[config.mk]
export PLATFORM = sky130hd
export DESIGN_NAME = x3_writeback_unit
export DESIGN_NICKNAME = d
export VERILOG_FILES = /design/src/rtl/x3_writeback_unit_pkg.sv /design/src/rtl/x3_writeback_unit_sad_min4.sv /design/src/rtl/x3_writeback_unit.sv
export SDC_FILE = /design/constraint.sdc
export NUM_CORES = 1
export LEC_CHECK = 0
export BUFFER_PORTS_ARGS = -buffer_cell sky130_fd_sc_hd__buf_2
export CORE_ASPECT_RATIO = 0.6
export CORE_MARGIN = 2
export CORE_UTILIZATION = 30
export CTS_CLUSTER_DIAMETER = 200
export CTS_CLUSTER_SIZE = 24
export DETAILED_ROUTE_END_ITERATION = 6
export GPL_ROUTABILITY_DRIVEN = 0
export PLACE_DENSITY = 0.61
export SYNTH_ARGS = -nofsm -noshare
export SYNTH_HDL_FRONTEND = slang
export SYNTH_SLANG_ARGS = --single-unit
[constraint.sdc]
create_clock -name Clk -period 9.4 [get_ports Clk]
set_input_delay 0.94 -clock Clk [delete_from_list [all_inputs] [get_ports Clk]]
set_output_delay 0.94 -clock Clk [all_outputs]
set_load 0.02 [all_outputs]
[src/rtl/x3_writeback_unit_pkg.sv]
// Shared encodings and constants for the X3 write-back unit.
// Holds load-width codes, the JAL link register, the SAD seed value and min-SAD FSM states.
// Pure declarations; no timing or flow-control behaviour.
package wb_pkg;

  localparam logic [1:0]  BITS_WORD = 2'b00;
  localparam logic [1:0]  BITS_HALF = 2'b01;
  localparam logic [1:0]  BITS_BYTE = 2'b10;

  localparam logic [4:0]  JAL_REG   = 5'd31;
  localparam logic [31:0] SAD_INIT  = 32'hFFFF_FFFF;

  typedef enum logic [1:0] {
    IDLE = 2'd0,
    SCAN = 2'd1,
    DONE = 2'd2
  } sad_state_e;

endpackage

[src/rtl/x3_writeback_unit_sad_min4.sv]
// Combinational minimum of four SAD lanes plus the winning lane number.
// Latency 0 (pure combinational).
// No flow control; on equal values the lower-numbered lane wins.
module sad_min4 (
  input  logic [31:0] lane0,
  input  logic [31:0] lane1,
  input  logic [31:0] lane2,
  input  logic [31:0] lane3,
  output logic [31:0] min_val,
  output logic [1:0]  min_lane
);

  logic [31:0] m01, m23;
  logic [1:0]  i01, i23;

  // Two-level tree; strict less-than keeps the lower lane on ties at every level.
  always_comb begin
    m01 = lane0;
    i01 = 2'd0;
    if (lane1 < lane0) begin
      m01 = lane1;
      i01 = 2'd1;
    end
    m23 = lane2;
    i23 = 2'd2;
    if (lane3 < lane2) begin
      m23 = lane3;
      i23 = 2'd3;
    end
    min_val  = m01;
    min_lane = i01;
    if (m23 < m01) begin
      min_val  = m23;
      min_lane = i23;
    end
  end

endmodule

[src/rtl/x3_writeback_unit.sv]
// Final write-back stage: register-file write select, Hi/Lo registers, min-SAD search tracker.
// Latency 1 cycle from X3 inputs to every output; no backpressure, one X3 record accepted per cycle.
// Optional WB_RETIRE_COUNT_EN adds a free-running count of cycles with WB_RegWrite set.
module x3_writeback_unit
  import wb_pkg::*;
#(
  parameter int SAD_GROUPS = 16,
  parameter int IDX_W      = 8
) (
  input  logic               Clk,
  input  logic               Reset,
  input  logic [31:0]        X3_PCAdd4,
  input  logic [31:0]        X3_DataMemOut,
  input  logic [31:0]        X3_ALUOut,
  input  logic [63:0]        X3_MaddOut,
  input  logic [31:0]        X3_HiLoOut,
  input  logic [4:0]         X3_WriteRegCarry,
  input  logic               X3_MemToReg,
  input  logic               X3_Jal_Mux,
  input  logic               X3_SEL_Madd,
  input  logic               X3_HiLo_WB,
  input  logic               X3_RegWrite,
  input  logic               X3_WriteDataHi,
  input  logic               X3_WriteDataLo,
  input  logic [1:0]         X3_BitsIn,
  input  logic [31:0]        X3_sad_add_b0_out,
  input  logic [31:0]        X3_sad_add_b1_out,
  input  logic [31:0]        X3_sad_add_b2_out,
  input  logic [31:0]        X3_sad_add_b3_out,
  input  logic               X3_minRegWrite,
  input  logic               SadClear,
  output logic [4:0]         WB_WriteReg,
  output logic [31:0]        WB_WriteData,
  output logic               WB_RegWrite,
  output logic [31:0]        Hi,
  output logic [31:0]        Lo,
  output logic [31:0]        MinSAD,
  output logic [IDX_W-1:0]   MinIndex,
  output logic               MinDone
`ifdef WB_RETIRE_COUNT_EN
  , output logic [31:0]      RetireCount
`endif
);

  localparam int GRP_W = (SAD_GROUPS > 1) ? $clog2(SAD_GROUPS) : 1;
  localparam logic [GRP_W-1:0] GRP_LAST = GRP_W'(SAD_GROUPS - 1);

  logic [4:0]       wb_reg_q, wb_reg_d;
  logic [31:0]      wb_data_q, wb_data_d;
  logic             wb_we_q, wb_we_d;
  logic [31:0]      hi_q, hi_d, lo_q, lo_d;
  logic [31:0]      min_sad_q, min_sad_d;
  logic [IDX_W-1:0] min_idx_q, min_idx_d;
  logic             done_q, done_d;
  logic [GRP_W-1:0] grp_q, grp_d;
  sad_state_e       state_q, state_d;

  logic [31:0]      load_fmt;
  logic [31:0]      lane_min;
  logic [1:0]       lane_sel;
  logic [31:0]      base_sad;
  logic [IDX_W-1:0] base_idx;
  logic [GRP_W-1:0] grp_cur;
  logic [IDX_W-1:0] cand_idx;

  sad_min4 u_sad_min4 (
    .lane0    (X3_sad_add_b0_out),
    .lane1    (X3_sad_add_b1_out),
    .lane2    (X3_sad_add_b2_out),
    .lane3    (X3_sad_add_b3_out),
    .min_val  (lane_min),
    .min_lane (lane_sel)
  );

  // Register-file write: format loads, apply JAL > HiLo > load > ALU priority, squash writes to r0.
  always_comb begin
    case (X3_BitsIn)
      BITS_HALF: load_fmt = {{16{X3_DataMemOut[15]}}, X3_DataMemOut[15:0]};
      BITS_BYTE: load_fmt = {{24{X3_DataMemOut[7]}}, X3_DataMemOut[7:0]};
      BITS_WORD: load_fmt = X3_DataMemOut;
      default:   load_fmt = X3_DataMemOut;
    endcase
    wb_reg_d  = X3_WriteRegCarry;
    wb_data_d = X3_ALUOut;
    if (X3_Jal_Mux) begin
      wb_data_d = X3_PCAdd4;
      wb_reg_d  = JAL_REG;
    end else if (X3_HiLo_WB) begin
      wb_data_d = X3_HiLoOut;
    end else if (X3_MemToReg) begin
      wb_data_d = load_fmt;
    end
    wb_we_d = X3_RegWrite;
    if (X3_WriteRegCarry == 5'd0) begin
      wb_we_d   = 1'b0;
      wb_data_d = 32'd0;
    end
  end

  // Hi/Lo: madd/mult results when SEL_Madd, otherwise mthi/mtlo from the ALU.
  always_comb begin
    hi_d = hi_q;
    lo_d = lo_q;
    if (X3_SEL_Madd) begin
      if (X3_WriteDataHi) hi_d = X3_MaddOut[63:32];
      if (X3_WriteDataLo) lo_d = X3_MaddOut[31:0];
    end else begin
      if (X3_WriteDataHi) hi_d = X3_ALUOut;
      if (X3_WriteDataLo) lo_d = X3_ALUOut;
    end
  end

  // Min-SAD search. A group arriving outside SCAN starts a fresh search from the seed value,
  // so a new search may begin in the same cycle the DONE pulse is showing.
  always_comb begin
    base_sad  = (state_q == SCAN) ? min_sad_q : SAD_INIT;
    base_idx  = (state_q == SCAN) ? min_idx_q : '0;
    grp_cur   = (state_q == SCAN) ? grp_q : '0;
    cand_idx  = IDX_W'({grp_cur, lane_sel});
    state_d   = state_q;
    grp_d     = grp_q;
    min_sad_d = min_sad_q;
    min_idx_d = min_idx_q;
    done_d    = 1'b0;
    if (SadClear) begin
      state_d   = IDLE;
      grp_d     = '0;
      min_sad_d = SAD_INIT;
      min_idx_d = '0;
    end else if (X3_minRegWrite) begin
      // Earlier candidates already hold lower indices, so only strictly smaller lanes replace.
      if (lane_min < base_sad) begin
        min_sad_d = lane_min;
        min_idx_d = cand_idx;
      end else begin
        min_sad_d = base_sad;
        min_idx_d = base_idx;
      end
      if (grp_cur == GRP_LAST) begin
        state_d = DONE;
        grp_d   = '0;
        done_d  = 1'b1;
      end else begin
        state_d = SCAN;
        grp_d   = grp_cur + GRP_W'(1);
      end
    end else if (state_q != SCAN) begin
      state_d = IDLE;
    end
  end

  // All stage state, including the FSM and its registered outputs.
  always_ff @(posedge Clk or posedge Reset) begin
    if (Reset) begin
      wb_reg_q  <= '0;
      wb_data_q <= '0;
      wb_we_q   <= 1'b0;
      hi_q      <= '0;
      lo_q      <= '0;
      min_sad_q <= SAD_INIT;
      min_idx_q <= '0;
      done_q    <= 1'b0;
      grp_q     <= '0;
      state_q   <= IDLE;
    end else begin
      wb_reg_q  <= wb_reg_d;
      wb_data_q <= wb_data_d;
      wb_we_q   <= wb_we_d;
      hi_q      <= hi_d;
      lo_q      <= lo_d;
      min_sad_q <= min_sad_d;
      min_idx_q <= min_idx_d;
      done_q    <= done_d;
      grp_q     <= grp_d;
      state_q   <= state_d;
    end
  end

  assign WB_WriteReg  = wb_reg_q;
  assign WB_WriteData = wb_data_q;
  assign WB_RegWrite  = wb_we_q;
  assign Hi           = hi_q;
  assign Lo           = lo_q;
  assign MinSAD       = min_sad_q;
  assign MinIndex     = min_idx_q;
  assign MinDone      = done_q;

`ifdef WB_RETIRE_COUNT_EN
  logic [31:0] retire_q, retire_d;

  // Count cycles with a retiring register write; wraps naturally, ignores SadClear.
  always_comb begin
    retire_d = retire_q + {31'd0, wb_we_q};
  end

  // Retire counter register.
  always_ff @(posedge Clk or posedge Reset) begin
    if (Reset) retire_q <= '0;
    else       retire_q <= retire_d;
  end

  assign RetireCount = retire_q;
`endif

endmodule

# ---- Yosys cells after proc, flatten, opt, wreduce, memory -nomap -nowiden
# Index checks and enable logic that the tools add are counted.
# W data, S select, Z words.
dict set report totals {
  reg_bits 149
  mem_bits_ro 0
  in_bits 338
  output_inout_bits 143
  wordCells 63
  n_memories 0
  latchBits 0
  ramBits 0
}
dict set report classes {
  mul 0
  n_eq_ne 6
  magnitude_cmp 4
  n_shift 0
  n_reduce_logical 4
  add_sub_neg 1
  n_bitwise 0
  div 0
  muxes 38
}
# cell n
set op_table {}
lappend op_table {{$mux W32} 17}
lappend op_table {{$lt A32 B32 Y1} 4}
lappend op_table {{$pmux W32 S2} 1}
lappend op_table {{$mux W8} 4}
lappend op_table {{$mux W4} 4}
lappend op_table {{$mux W2} 5}
lappend op_table {{$mux W1} 6}
lappend op_table {{$logic_not A5 Y1} 1}
lappend op_table {{$mux W5} 1}
lappend op_table {{$add A4 B1 Y4 const B} 1}
lappend op_table {{$eq A2 B1 Y1 const B} 2}
lappend op_table {{$eq A4 B4 Y1 const B} 1}
lappend op_table {{$ne A3 B2 Y1 const B} 1}
lappend op_table {{$reduce_bool A3 Y1} 1}
lappend op_table {{$eq A2 B2 Y1 const B} 1}
lappend op_table {{$ne A2 B1 Y1 const B} 1}
lappend op_table {{$reduce_and A2 Y1} 1}
lappend op_table {{$reduce_bool A2 Y1} 1}

# ---- Longest topological paths before layout
# Gate-level depths: netlist (run 1).
dict set report depth {
  ltp_word 8
  ltp_mapped 33
  ltp_nobuf 28
}

# ---- Modules after synthesis
# Synthesis (run 1) repeated with hierarchy kept, for this count alone.
dict set report hier_totals {
  hier_cells 1440
  hier_area_um2 11466.0
}
# module cells_each area_per_inst_um2 seq_area_each_um2 instances
set modules_own_cells {}
lappend modules_own_cells {x3_writeback_unit 929 8097.8 3718.6 1}
lappend modules_own_cells {sad_min4 511 3368.2 0.0 1}

# ---- Worst setup path before layout (run 1)
# OpenSTA, ideal clock, no wires.
dict set report synth_path {
  kind {input -> register}
  startpoint {input port X3_sad_add_b2_out[25]}
  endpoint {register min_sad_q[10] (netlist: MinSAD[10])}
  path_stages 33
  required_time_ns 9.338
  path_slack_ns 2.133
  t_arrival_ns 7.205
  setup_ns 0.062
  n_path_buf 5
  cell_sequence {inv_1 > ha_1 > a21o_1 > a221o_1 > a221oi_1 > o21ai_0 > a21oi_1 > clkbuf_1 > clkbuf_1 > nor2_1 > a21oi_1 > inv_1 > ha_1 > nand4_1 > nor4_1 > o41ai_1 > a32oi_1 > nor2_1 > a41oi_2 > buf_4 > mux2i_1 > ha_1 > a21o_1 > a21o_1 > a221oi_1 > o2111ai_1 > a211o_1 > o2bb2ai_1 > o21ai_0 > o31ai_1 > buf_2 > buf_2 > o32a_1}
}
dict set report synth_between {
  elab_chain_cells 8
}
# element line
set synth_rtl {}
lappend synth_rtl {{start: declaration} x3_writeback_unit.sv:28} ;# input logic [31:0] X3_sad_add_b2_out,
lappend synth_rtl {{$lt A32 B32 Y1} x3_writeback_unit_sad_min4.sv:26} ;# if (lane3 < lane2) begin
lappend synth_rtl {{$mux W32 (*)} x3_writeback_unit_sad_min4.sv:26}
lappend synth_rtl {{$lt A32 B32 Y1} x3_writeback_unit_sad_min4.sv:32} ;# if (m23 < m01) begin
lappend synth_rtl {{$mux W32 (*)} x3_writeback_unit_sad_min4.sv:32}
lappend synth_rtl {{$lt A32 B32 Y1} x3_writeback_unit.sv:132} ;# if (lane_min < base_sad) begin
lappend synth_rtl {{$mux W32 (*)} x3_writeback_unit.sv:132}
lappend synth_rtl {{$mux W32 (*)} x3_writeback_unit.sv:130} ;# end else if (X3_minRegWrite) begin
lappend synth_rtl {{$mux W32 (*)} x3_writeback_unit.sv:125} ;# if (SadClear) begin
lappend synth_rtl {{end signal: assignment} x3_writeback_unit.sv:171} ;# min_sad_q <= min_sad_d;
lappend synth_rtl {{end: declaration} x3_writeback_unit.sv:52} ;# logic [31:0] min_sad_q, min_sad_d;
# Every way passes the cells marked *; elsewhere a longest branch is shown, timed or not. The select of a mux whose other input is x is not followed.
# A chain may end at the register's enable or synchronous reset.

# ---- Worst setup path in the final report (run 1)
dict set report layout_path {
  startpoint {input port X3_sad_add_b2_out[25]}
  endpoint {register min_idx_q[0] (netlist: MinIndex[0])}
}
dict set report layout_between {
  elab_chain_cells 8
  elab_cells_between_ends 12
  classes_between {order compare (3); eq/ne (1); mux (7); reduce/logical (1)}
}
# element line
set layout_rtl {}
lappend layout_rtl {{$lt A32 B32 Y1} x3_writeback_unit_sad_min4.sv:26}
lappend layout_rtl {{$mux W32} x3_writeback_unit_sad_min4.sv:26}
lappend layout_rtl {{$lt A32 B32 Y1} x3_writeback_unit_sad_min4.sv:32}
lappend layout_rtl {{$mux W32} x3_writeback_unit_sad_min4.sv:32}
lappend layout_rtl {{$lt A32 B32 Y1} x3_writeback_unit.sv:132}
lappend layout_rtl {{$mux W8} x3_writeback_unit.sv:132}
lappend layout_rtl {{$mux W8} x3_writeback_unit.sv:130}
lappend layout_rtl {{$mux W8} x3_writeback_unit.sv:125}
lappend layout_rtl {{end signal: assignment} x3_writeback_unit.sv:172} ;# min_idx_q <= min_idx_d;
lappend layout_rtl {{end: declaration} x3_writeback_unit.sv:53} ;# logic [IDX_W-1:0] min_idx_q, min_idx_d;
# Parallel ways exist; a longest one is shown, timed or not. The select of a mux whose other input is x is not followed.

==> results of run 1 <==
how the worst max path moves through the flow:
stage | depth (start not counted) | startpoint | slack, ns | to
after floorplan | 33 | X3_sad_add_b2_out[25] | 2.13 | MinSAD[10]$_DFFE_PP1P_
after global placement | 32 | X3_sad_add_b2_out[25] | 0.94 | MinIndex[1]$_DFFE_PP0P_
after detailed placement | 32 | X3_sad_add_b2_out[25] | 0.73 | MinIndex[0]$_DFFE_PP0P_
after CTS | 32 | X3_sad_add_b2_out[25] | 1.19 | MinIndex[0]$_DFFE_PP0P_
after global routing | 32 | X3_sad_add_b2_out[25] | 0.50 | MinIndex[0]$_DFFE_PP0P_
final | 32 | X3_sad_add_b2_out[25] | 0.94 | MinIndex[0]$_DFFE_PP0P_
cells in the mapped netlist (all sizes together), types with 5 or more instances:
master,number,area (um^2)
nor2,233,875
nor4,7,43.8
clkbuf,53,199
or2,8,50.1
and4,6,52.6
o2bb2ai,5,43.8
a21oi,282,1410
inv,104,390
dfstp,32,841
a21o,11,82.6
nor2b,36,225
buf,28,155
nand3,14,70.1
nand2b,9,56.3
ha,127,1590
o21ai,48,240
nand4,15,93.8
dfrtp,115,2880
mux2i,72,721
nand2,49,184
a211oi,8,60.1
o32a,32,320
nor3,19,106
power groups by stage:
stage,Sequential (uW),Combinational [uW],Clock (uW)
2_1_floorplan,888,467,0
3_3_place_gp,790,878,0
3_5_place_dp,793,896,0
4_1_cts,782,901,694
5_1_grt,794,993,718
6_report,782,903,670
logic make-up after synthesis:
family	count (synthesis)	share of synthesized area, %
flops	147	33.8
buf+inv	186	6.80
fa+ha+maj	127	14.4
mux	72	6.55
simple gates	403	16.4
compound gates	416	22.0
other cells	1	0.0341
metal layers:
layer,wire (um),vias up,GRT usage (%),part of all wire [%]
met2,19300,471,34.0,45
met4,814,4,6.21,1.9
met3,3230,57,4.20,7.6
met5,30,-,0,0.070
met1,19400,5542,30.5,45
li1,-,5636,-,-
final cells by class:
| cell class | count | area (um^2) | share of cell area (%) |
|---|---|---|---|
| multi-input cells | 1020 | 6580 | 45.8 |
| clock inverters | 13 | 114 | 0.792 |
| repair buffers | 492 | 2520 | 17.6 |
| inverters | 105 | 399 | 2.78 |
| well taps | 476 | 596 | 4.14 |
| flip-flops and latches | 147 | 3720 | 25.9 |
| diodes | 3 | 7.51 | 0.0522 |
| clock buffers | 18 | 439 | 3.05 |
stage by stage:
stage	hold slack, ns	setup WS [ns]	util (%)
floorplan	0.491	2.13	-
global placement	0.501	0.939	38.2
detailed placement	0.511	0.727	38.2
CTS	0.527	1.19	39.7
global route	0.541	0.500	39.7
finish	0.520	0.935	39.7
flip-flops by register name (all words and copies together), names as in the netlist:
signal,cells
MinSAD,32
MinIndex,6
grp_q,4
WB_RegWrite,1
WB_WriteData,32
Lo,32
WB_WriteReg,5
Hi,32
state_q,2
MinDone,1
worst max-delay path: cells and delay by family:
family | cells | cell delay (ns)
AOI/OAI and AO/OA | 20 | 5.34
adders and majority gates | 3 | 0.88
buffers and inverters | 6 | 1.15
muxes | 1 | 0.23
and+or+nand+nor | 2 | 0.15
==> impl_metrics.env, run 1 <==
export IMPL_leakage_uw=0.00731
export IMPL_fill_cells=3812
export IMPL_cts_tree="done"
export IMPL_io_buffers=478
export IMPL_grt_antenna_before_repair=6
export IMPL_cts_resized=0
export IMPL_first_iter_violations=1008
export IMPL_drv_slew=0
export IMPL_final_cell_mix="buf_2, a21oi_1, nor2_1, ha_1, dfrtp_1"
export IMPL_power_share_clock_pct=28.5
export IMPL_die_h_um=152
export IMPL_crit_type="primary input to register"
export IMPL_period_needed_ns=8.46
export IMPL_wl_per_cell_um=18.8
export IMPL_grt_max_degree=97
export IMPL_dieArea_mm2=0.0383
export IMPL_ios=481
export IMPL_hpwlAfterDp_mm=34.2
export IMPL_tns_ns=0
export IMPL_fin_area_mm2=0.0144
export IMPL_max_cap_violations=0
export IMPL_arrival_ns=8.74
export IMPL_synth_edf_count=0
export IMPL_ys_ff_latch=147
export IMPL_cp_slowest_cell="a21oi_4"
export IMPL_fin_crit_sh_pct=90.0
export IMPL_fp_row_count=54
export IMPL_max_freq_mhz=118
export IMPL_hold_buffers=0
export IMPL_endpoint_kind="register"
export IMPL_avgSynthCellArea_um2=8.14
export IMPL_finalNetCount=2248
export IMPL_relSlewSlack_pct=19.7
export IMPL_placed_cell_area_mm2=0.0138
export IMPL_syn_inst=1352
export IMPL_htree_num_levels=4
export IMPL_reg2reg_from="state_q[0]$_DFFE_PP0P_"
export IMPL_combPwrFrac_pct=38.3
export IMPL_synthDistinctLibCells=52
export IMPL_cts_buffers_inserted=17
export IMPL_layout_commonest_cell="buf_2"
export IMPL_final_antenna_net_count=0
export IMPL_area_delta_synth_final_pct=30.7
export IMPL_hp_class="register to register"
export IMPL_vias=11710
export IMPL_min_to="Lo[18]$_DFFE_PP0P_"
export IMPL_rrSetupSlack_ns=5.74
export IMPL_required_ns=9.67
export IMPL_place_inst=2240
export IMPL_netlist_area_mm2=0.0110
export IMPL_switchingPower_uw=925
export IMPL_via_per_inst=5.15
export IMPL_clk_path_buf_depth=2
export IMPL_fp_coreArea_mm2=0.0362
export IMPL_powerDensity_mw_per_mm2=164
export IMPL_start_kind="primary input"
export IMPL_drive_above_1_share_pct=31.7
export IMPL_route_detailed_drc=0
export IMPL_min_from="Lo[18]$_DFFE_PP0P_"
export IMPL_total_power_uw=2360
export IMPL_worst_path_max_fanout=40
export IMPL_overflow=0
export IMPL_r2r_cells=14
export IMPL_cts_root_buf="clkbuf_16"
export IMPL_post_cts_buffers=0
export IMPL_hold_depth=2
export IMPL_synth_async_reset_ratio_pct=100
export IMPL_stdcell_count=2274
export IMPL_wirelength_mm=42.7
export IMPL_grt_pass1_wl_mm=64.6
export IMPL_synth_main_ff_cell="dfrtp_1"
export IMPL_ir_drop_uv=115
export IMPL_worst_pin_slew_ns=1.21
export IMPL_p_sw_share_pct=39.3
export IMPL_dieWidth_um=251
export IMPL_p_seq_share_pct=33.2
export IMPL_r2r_end="MinIndex[0]$_DFFE_PP0P_"
export IMPL_yosys_warnings=0
export IMPL_firstDrtPassIters=5
export IMPL_path_clk_slew_ns=0.07
export IMPL_status="finished, final reports clean"
export IMPL_hold_violations=0
export IMPL_setup_viol_count_final=0
export IMPL_grt_pass1_vias=11193
export IMPL_yosysSeqAreaShare_pct=33.8
export IMPL_slowest_delay_ns=0.57
export IMPL_grt_usage_pct=21.8
export IMPL_cts_sinks=147
export IMPL_internal_power_uw=1430
export IMPL_fin_skew_ns=0.0111
export IMPL_rsz0062_at_grt="false"
export IMPL_start_util_pct=30.4
export IMPL_clk_latency_ns=0.43
No activity file was read; power rests on OpenSTA's default activity.
==> run 2, diff against run 1 <==
--- a/config.mk
+++ b/config.mk
@@ -7,7 +7,6 @@
 export LEC_CHECK = 0
 export BUFFER_PORTS_ARGS = -buffer_cell sky130_fd_sc_hd__buf_2
 export CORE_ASPECT_RATIO = 0.6
-export CORE_MARGIN = 2
 export CORE_UTILIZATION = 30
 export CTS_CLUSTER_DIAMETER = 200
 export CTS_CLUSTER_SIZE = 24
==> impl_metrics.env, run 2 (synthesized netlist as in run 1, its figures left out) <==
export IMPL_status="finished, final reports clean"
export IMPL_path_clk_slew_ns=0.06
export IMPL_hold_violations=0
export IMPL_hpwlAfterDp_mm=33.2
export IMPL_drv_slew=0
export IMPL_slowest_delay_ns=0.80
export IMPL_arrival_ns=9.29
export IMPL_fin_crit_sh_pct=94.9
export IMPL_wl_per_cell_um=18.3
export IMPL_endpoint_kind="register"
export IMPL_htree_num_levels=4
export IMPL_p_sw_share_pct=38.5
export IMPL_layout_commonest_cell="buf_2"
export IMPL_grt_usage_pct=21.5
export IMPL_cpMostUsedCell="ha_1"
export IMPL_area_delta_synth_final_pct=31.0
export IMPL_post_cts_buffers=0
export IMPL_hp_class="register to register"
export IMPL_p_seq_share_pct=32.6
export IMPL_clk_latency_ns=0.44
export IMPL_min_to="Hi[28]$_DFFE_PP0P_"
export IMPL_grt_max_degree=97
export IMPL_fp_coreArea_mm2=0.0355
export IMPL_fp_row_count=53
export IMPL_start_util_pct=31.0
export IMPL_min_from="Hi[28]$_DFFE_PP0P_"
export IMPL_max_freq_mhz=112
export IMPL_internal_power_uw=1480
export IMPL_reg2reg_from="state_q[1]$_DFFE_PP0P_"
export IMPL_setup_viol_count_final=0
export IMPL_cts_tree="done"
export IMPL_vias=11500
export IMPL_first_iter_violations=879
export IMPL_final_cell_mix="buf_2, a21oi_1, nor2_1, ha_1, dfrtp_1"
export IMPL_switchingPower_uw=923
export IMPL_relSlewSlack_pct=21.7
export IMPL_final_antenna_net_count=0
export IMPL_clk_path_buf_depth=2
export IMPL_fin_util_pct=40.6
export IMPL_drive_above_1_share_pct=31.8
export IMPL_worst_path_max_fanout=21
export IMPL_cts_buffers_inserted=17
export IMPL_period_needed_ns=8.92
export IMPL_die_h_um=150
export IMPL_rrSetupSlack_ns=5.16
export IMPL_cts_sinks=147
export IMPL_overflow=0
export IMPL_tns_ns=0
export IMPL_powerDensity_mw_per_mm2=166
export IMPL_firstDrtPassIters=5
export IMPL_cts_resized=0
export IMPL_worst_pin_slew_ns=1.17
export IMPL_max_cap_violations=0
export IMPL_grt_pass1_vias=10960
export IMPL_grt_pass1_wl_mm=62.0
export IMPL_leakage_uw=0.00733
export IMPL_ios=481
export IMPL_fin_skew_ns=0.0129
export IMPL_cp_slowest_cell="o31ai_4"
export IMPL_route_detailed_drc=0
export IMPL_finalNetCount=2250
export IMPL_hold_depth=2
export IMPL_combPwrFrac_pct=37.6
export IMPL_crit_type="primary input to register"
export IMPL_ir_drop_uv=118
export IMPL_power_share_clock_pct=29.8
export IMPL_io_buffers=478
export IMPL_wirelength_mm=41.5
export IMPL_hold_buffers=0
export IMPL_dieArea_mm2=0.0375
export IMPL_via_per_inst=5.08
export IMPL_r2r_cells=12
export IMPL_cts_root_buf="clkbuf_16"
export IMPL_start_kind="primary input"
export IMPL_rsz0062_at_grt="false"
export IMPL_dieWidth_um=249
export IMPL_r2r_end="MinSAD[26]$_DFFE_PP1P_"
export IMPL_required_ns=9.77
export IMPL_grt_antenna_before_repair=3
==> run 2: cell types whose count changed in the layout (fill, tap and decap cells not counted), moves of 2 or more <==
cell / change
inv_6: -4
buf_4: +3
inv_8: +3
bufinv_16: +2
clkinv_4: -2
clkinvlp_4: +2
==> run 2: final cells by class <==
| type | count | area [um^2] |
|---|---|---|
| clock inverters | 14 | 170 |
| flip-flops and latches | 147 | 3720 |
| fillers | 3617 | 21100 |
| repair buffers | 494 | 2530 |
| inverters | 105 | 399 |
| clock buffers | 17 | 425 |
| multi-input cells | 1020 | 6590 |
| diodes | 2 | 5.00 |
| well taps | 467 | 584 |
==> run 2: worst max path at each step <==
stage                                      from  cells past startpoint                endpoint  slack (ns)
after CTS                  X3_sad_add_b0_out[1]                     26  MinSAD[26]$_DFFE_PP1P_        0.74
after global placement     X3_sad_add_b0_out[1]                     26  MinSAD[27]$_DFFE_PP1P_        0.33
final                      X3_sad_add_b0_out[1]                     26  MinSAD[26]$_DFFE_PP1P_        0.48
after floorplan           X3_sad_add_b2_out[25]                     33  MinSAD[10]$_DFFE_PP1P_        2.13
after detailed placement   X3_sad_add_b0_out[1]                     26  MinSAD[24]$_DFFE_PP1P_        0.31
after global routing       X3_sad_add_b0_out[1]                     27  MinSAD[26]$_DFFE_PP1P_        0.12
==> run 2: worst max-delay path: cells and delay by family <==
kind	cells	cell delay (ns)
fa+ha+maj	3	0.78
compound gates	14	4.82
buf+inv	4	0.99
mux	2	0.85
simple gates	3	0.85
==> run 2: metrics by stage <==
step                cell area (um^2)  power [uW]  setup WS (ns)  hold slack [ns]  std cells
floorplan                      11000        1350           2.13            0.491       1353
global placement               13800        1670          0.335            0.502       2233
detailed placement             13800        1680          0.309            0.512       2233
CTS                            14400        2410          0.744            0.527       2264
global route                   14400        2550          0.119            0.551       2265
finish                         14400        2400          0.479            0.519       2266
==> run 2: metal layers <==
metal  vias to the layer above  wire, um  global-route usage, %  part of all wire [%]
met3                        40      2330                   4.15                   5.6
li1                       5633         -                      -                     -
met2                       350     18300                   31.9                    44
met4                         4       778                   6.48                   1.9
met5                         -        23                      0                 0.055
met1                      5473     20100                   31.2                    48
==> run 2: power by group through the flow <==
| stage | Sequential (uW) | Clock [uW] | Combinational, uW |
|---|---|---|---|
| after floorplan | 888 | 0 | 467 |
| after global placement | 790 | 0 | 881 |
| after detailed placement | 792 | 0 | 892 |
| after CTS | 782 | 735 | 898 |
| after global routing | 794 | 763 | 992 |
| final | 782 | 715 | 902 |
